<file path="src/rtl/hazard_stall_controller.sv">
// Pipeline stall/flush sequencer: load-use bubbles, branch flushes, MUL/DIV holds.
// Optional HAZARD_STALL_STATS_EN adds saturating hazard statistics counters.
module hazard_stall_controller #(
  parameter int FLUSH_CYCLES = 1,
  parameter int MD_TIMEOUT   = 64
) (
  input  logic        clk,
  input  logic        rst,
  input  logic [4:0]  id_rs1,
  input  logic [4:0]  id_rs2,
  input  logic        id_uses_rs1,
  input  logic        id_uses_rs2,
  input  logic        idex_mem_read,
  input  logic [4:0]  idex_rd,
  input  logic        ex_branch_taken,
  input  logic        ex_is_muldiv,
  input  logic        md_done,
  output logic        pc_write,
  output logic        if_id_write,
  output logic        if_id_flush,
  output logic        id_ex_write,
  output logic        id_ex_flush,
  output logic        ex_mem_bubble,
  output logic        md_start,
  output logic        md_err,
`ifdef HAZARD_STALL_STATS_EN
  output logic [31:0] stat_ld_stalls,
  output logic [31:0] stat_flush_cycles,
  output logic [31:0] stat_md_cycles,
`endif
  output logic        busy
);

  localparam int WW = $clog2(MD_TIMEOUT) + 1;

  typedef enum logic [1:0] {RUN, FLUSH, MD_WAIT} state_t;

  state_t        state, nextState;
  logic [2:0]    cnt, cntNext;
  logic [WW-1:0] wcnt, wcntNext;
  logic          mdErr, mdErrNext;
  logic          ldUse, mdGo, luGo;

  assign ldUse = idex_mem_read && (idex_rd != 5'd0) &&
                 (((idex_rd == id_rs1) && id_uses_rs1) ||
                  ((idex_rd == id_rs2) && id_uses_rs2));

  // Mutually exclusive hazard picks encode branch > muldiv > load-use.
  assign mdGo = ex_is_muldiv && !ex_branch_taken;
  assign luGo = ldUse && !ex_is_muldiv && !ex_branch_taken;

  always_ff @(posedge clk or posedge rst) begin
    if (rst) begin
      state <= RUN;
      cnt   <= '0;
      wcnt  <= '0;
      mdErr <= 1'b0;
    end else begin
      state <= nextState;
      cnt   <= cntNext;
      wcnt  <= wcntNext;
      mdErr <= mdErrNext;
    end
  end

  always_comb begin
    nextState     = state;
    cntNext       = cnt;
    wcntNext      = wcnt;
    mdErrNext     = mdErr;
    pc_write      = 1'b1;
    if_id_write   = 1'b1;
    if_id_flush   = 1'b0;
    id_ex_write   = 1'b1;
    id_ex_flush   = 1'b0;
    ex_mem_bubble = 1'b0;
    md_start      = 1'b0;
    unique case (state)
      RUN: begin
        unique case (1'b1)
          ex_branch_taken: begin
            if_id_flush = 1'b1;
            id_ex_flush = 1'b1;
            if (FLUSH_CYCLES > 1) begin
              nextState = FLUSH;
              cntNext   = 3'(FLUSH_CYCLES - 1);
            end
          end
          mdGo: begin
            md_start      = 1'b1;
            pc_write      = 1'b0;
            if_id_write   = 1'b0;
            id_ex_write   = 1'b0;
            ex_mem_bubble = 1'b1;
            nextState     = MD_WAIT;
            wcntNext      = '0;
          end
          luGo: begin
            pc_write    = 1'b0;
            if_id_write = 1'b0;
            id_ex_flush = 1'b1;
          end
          default: ;
        endcase
      end
      FLUSH: begin
        if_id_flush = 1'b1;
        id_ex_flush = 1'b1;
        cntNext     = cnt - 3'd1;
        if (cnt == 3'd1) nextState = RUN;
      end
      MD_WAIT: begin
        if (md_done) begin
          nextState = RUN;
        end else if (wcnt == WW'(MD_TIMEOUT - 1)) begin
          mdErrNext = 1'b1;
          nextState = RUN;
        end else begin
          pc_write      = 1'b0;
          if_id_write   = 1'b0;
          id_ex_write   = 1'b0;
          ex_mem_bubble = 1'b1;
          wcntNext      = wcnt + WW'(1);
        end
      end
      default: nextState = RUN;
    endcase
    if (rst) begin
      pc_write      = 1'b0;
      if_id_write   = 1'b0;
      if_id_flush   = 1'b0;
      id_ex_write   = 1'b0;
      id_ex_flush   = 1'b0;
      ex_mem_bubble = 1'b0;
      md_start      = 1'b0;
    end
  end

  assign md_err = mdErr && !rst;
  assign busy   = (state != RUN) && !rst;

`ifdef HAZARD_STALL_STATS_EN
  logic ldEv, flEv, mdEv;

  assign ldEv = (state == RUN) && luGo;
  assign flEv = if_id_flush;
  assign mdEv = md_start || (state == MD_WAIT);

  always_ff @(posedge clk or posedge rst) begin
    if (rst) begin
      stat_ld_stalls    <= '0;
      stat_flush_cycles <= '0;
      stat_md_cycles    <= '0;
    end else begin
      if (ldEv && stat_ld_stalls != '1)
        stat_ld_stalls <= stat_ld_stalls + 32'd1;
      if (flEv && stat_flush_cycles != '1)
        stat_flush_cycles <= stat_flush_cycles + 32'd1;
      if (mdEv && stat_md_cycles != '1)
        stat_md_cycles <= stat_md_cycles + 32'd1;
    end
  end
`endif

endmodule

</file>
<file path="config.mk">
export PLATFORM = sky130hd
export DESIGN_NAME = hazard_stall_controller
export DESIGN_NICKNAME = d
export VERILOG_FILES = /design/src/rtl/hazard_stall_controller.sv
export SDC_FILE = /design/constraint.sdc
export NUM_CORES = 1
export LEC_CHECK = 0
export BUFFER_PORTS_ARGS = -buffer_cell sky130_fd_sc_hd__buf_2
export CORE_MARGIN = 2
export CORE_UTILIZATION = 43
export CTS_CLUSTER_DIAMETER = 60
export DETAILED_ROUTE_END_ITERATION = 12
export PLACE_DENSITY = 0.83
export SETUP_SLACK_MARGIN = 0.4
export SKIP_CTS_REPAIR_TIMING = 1
export SLEW_MARGIN = 10
export SYNTH_ARGS = -nofsm -noshare
export SYNTH_HDL_FRONTEND = slang
export SYNTH_SLANG_ARGS = --single-unit
</file>
<file path="constraint.sdc">
create_clock -name clk -period 2 [get_ports clk]
set_input_delay 0.3 -clock clk [delete_from_list [all_inputs] [get_ports clk]]
set_output_delay 0.3 -clock clk [all_outputs]
set_load 0.005 [all_outputs]
</file>
==> results.txt <==
Multi-input gate area = 431.7 sq um
Sequential fraction of the synthesis area = 35.50%
Design area = 890.9 sq um
Post-synth top area share = 35.50%
IO Port Bufs = 31
Number of global-route vias before repair = 570
Status = finished clean
Tmin final = 1927 ps
Avg Cell Area, Syn = 8.935 sq um
Total global-route track usage = 17.01%
Worst hold path type = in -> async
Fill cells = 116
CP Capture Type = primary output
Routed Antenna Nets = 0
Slew @ Worst Pin = 321.6 ps
Max Clk Rate = 518.8 MHz
Initial antenna violation count = 0
Max-slew violations = 0
Arrival @ worst endpoint = 1630 ps
H-tree depth = 1
Crit path kind = reg -> out
Synthesized area = 634.4 sq um
Compound-Gate Fraction of Synth Area = 15.38%
TritonCTS Sinks = 9
Worst vdd ir = 0.0003538 V
Post-Synth Simple-Gate Area = 27.02%
Syn nets = 95
Vias per inst = 5.210
Share of power burned in registers = 43.5%
Largest net degree at the start of global routing = 10
DR WL/cell = 12.40 microns
Syn-to-layout area delta = 40.43%
Clock latency on the worst-skew pair = 260 ps
DRC = 0
Relative slew slack = 78.27%
Pwr Total = 0.5010 mW
Yosys warns = 0
Layout Skew = 5.320 ps
Utilization after layout = 66.79%
Hold Vio Cnt, Final = 0
Total gr overflow = 0
Sw Pwr = 0.1480 mW
CTS max path bufs = 2
Row count = 13
Area post-placement = 820.8 sq um
Syn Inst Count = 71
Mux contribution to synthesized area = 3.156%
Cell taking the most area after synthesis = dfrtp_1
Switch share = 29.55%
Synth Area in Adders = 1.972%
Final net count = 134
Distinct cell type count after synthesis = 29
Combinational power share = 29.2%
Routability Congestion = 0.7554
Initial Utilization = 47.56%
Cell internal pwr = 0.3529 mW
CTS tree = done
Clock share of power = 27.4%
Period utilization = 96.37%
Die Y = 42.41 microns
Vias = 646
Post-Route WL = 1.537 mm
CTS buffer count = 3
First-pass GRT wire length = 2.359 mm
Max cap viols = 0
Seq. cell area = 225.2 sq um
Diode count = 0
Startpoint class of the critical path = flip-flop
RSZ-0062 raised after global routing = yes
Most frequent cells in the layout = 31 x buf_2, 11 x xnor2_1, 9 x nand2_1, 9 x dfrtp_1, 6 x nor2_1
Hold_ws = 57.22 ps
Synth Register Bits = 9
Xor/xnor share of the synthesized area = 15.19%
Largest family of logic cells by synthesized area = simple AND/OR/NAND/NOR gates
Ports = 32
Die footprint = 0.001799 sq mm
Post-DP HPWL = 1.211 mm
Layout cell share with drive strength beyond 1 = 43.12%
Final Setup Violations = 0
Die Span X = 42.41 microns
Commonest non-fill, non-tap cell in the layout = buf_2
Initial DRC count = 9
CTS root buf = clkbuf_4
Power per cell area = 562.3 mW/mm^2
Clock transition at path regs = 60 ps
DRT Pass-1 Iters = 4
Crit Path Max Fanout = 4
Core area = 0.001334 sq mm
Top cells by area, synth = dfrtp_1 36%, xnor2_1 15%, nand2_1 6.5%, nand3_1 3.9%, nor2_1 3.6%
Pleak = 0.4358 nW
WP data required = 1700 ps
## cell families (layout without fill, tap and decap cells)
kind of cell / count (synthesis) / after routing
xor gates and xnor gates: 11 / 11
adders and majority gates: 1 / 1
and+or+nand+nor: 34 / 34
buffers and inverters: 2 / 40
muxes: 2 / 2
AOI/OAI and AO/OA: 12 / 12
DFF: 9 / 9
## sequential cells by signal, indices dropped and copies added (netlist names)
signal,cells
state,1
mdErr,1
wcnt,7
## layout make-up
| class | instances | area share [%] |
|---|---|---|
| clock buffers | 4 | 2.949 |
| inverters | 1 | 0.4213 |
| multi-input cells | 60 | 48.46 |
| repair buffers | 35 | 20.79 |
| flip-flops and latches | 9 | 25.28 |
| well taps | 15 | 2.107 |
## power groups by stage
| stage | logic [mW] | registers (mW) | clock network [mW] |
|---|---|---|---|
| after detailed placement | 0.128 | 0.220 | 0 |
| after global placement | 0.123 | 0.219 | 0 |
| final | 0.146 | 0.218 | 0.137 |
| after CTS | 0.128 | 0.217 | 0.145 |
| after floorplan | 0.0767 | 0.216 | 0 |
| after global routing | 0.161 | 0.220 | 0.150 |
## Yosys cell counts
cell type,number
a21boi_0,1
o31a_1,1
a21o_1,1
a31o_1,1
a211oi_1,1
ha_1,1
o211ai_1,1
dfrtp_1,9
o22ai_1,1
o21ai_0,2
inv_1,1
and2_1,1
nor3b_1,1
and2b_1,1
nor4bb_1,1
nor2b_1,2
or2_2,1
buf_4,1
nand4_1,3
a21oi_1,1
or4_1,1
nand2_1,11
nor2_2,1
o31ai_4,1
mux2i_1,2
nor2_1,6
xnor2_1,11
o31ai_1,1
nand3_1,5
## critical path, cell delays in order (launching register included)
cell	delay [ps]
dfrtp_1	380
ha_2	230
nand3_4	90
o31ai_4	220
nand2_2	120
a211oi_2	180
buf_2	150
## worst paths after layout
kind | to | start | cells past startpoint | slack [ps]
worst max-delay path | if_id_write | wcnt[0]$_DFFE_PP0P_ | 6 | 70
worst min-delay path | wcnt[5]$_DFFE_PP0P_ | rst | 2 | 60
worst max register to register | wcnt[6]$_DFFE_PP0P_ | wcnt[0]$_DFFE_PP0P_ | 6 | 580
worst min register to register | mdErr$_DFFE_PP0P_ | mdErr$_DFFE_PP0P_ | 1 | 450
max in group asynchronous | wcnt[4]$_DFFE_PP0P_ | rst | 2 | 1690
min in group clk | state[1]$_DFFE_PP0P_ | ex_is_muldiv | 3 | 400
## through the flow
stage	std cells	setup TNS [ps]	setup WS, ps
after global routing	124	-22.53	-12.54
final	124	0	72.59
after CTS	121	0	13.97
after global placement	117	0	203.5
after floorplan	71	0	256.5
after detailed placement	117	0	175.3
## per-layer routing
layer  up-vias  wire [microns]  track usage (%)  part of all wire, %
met3         2             130            2.586                  8.5
li1        328               -                -                    -
met4         0              14            10.63                 0.91
met1       287             611            20.21                   40
met2        29             780            28.31                   51
met5         -               0                0                    0
Power figures use the tool's default switching activity.
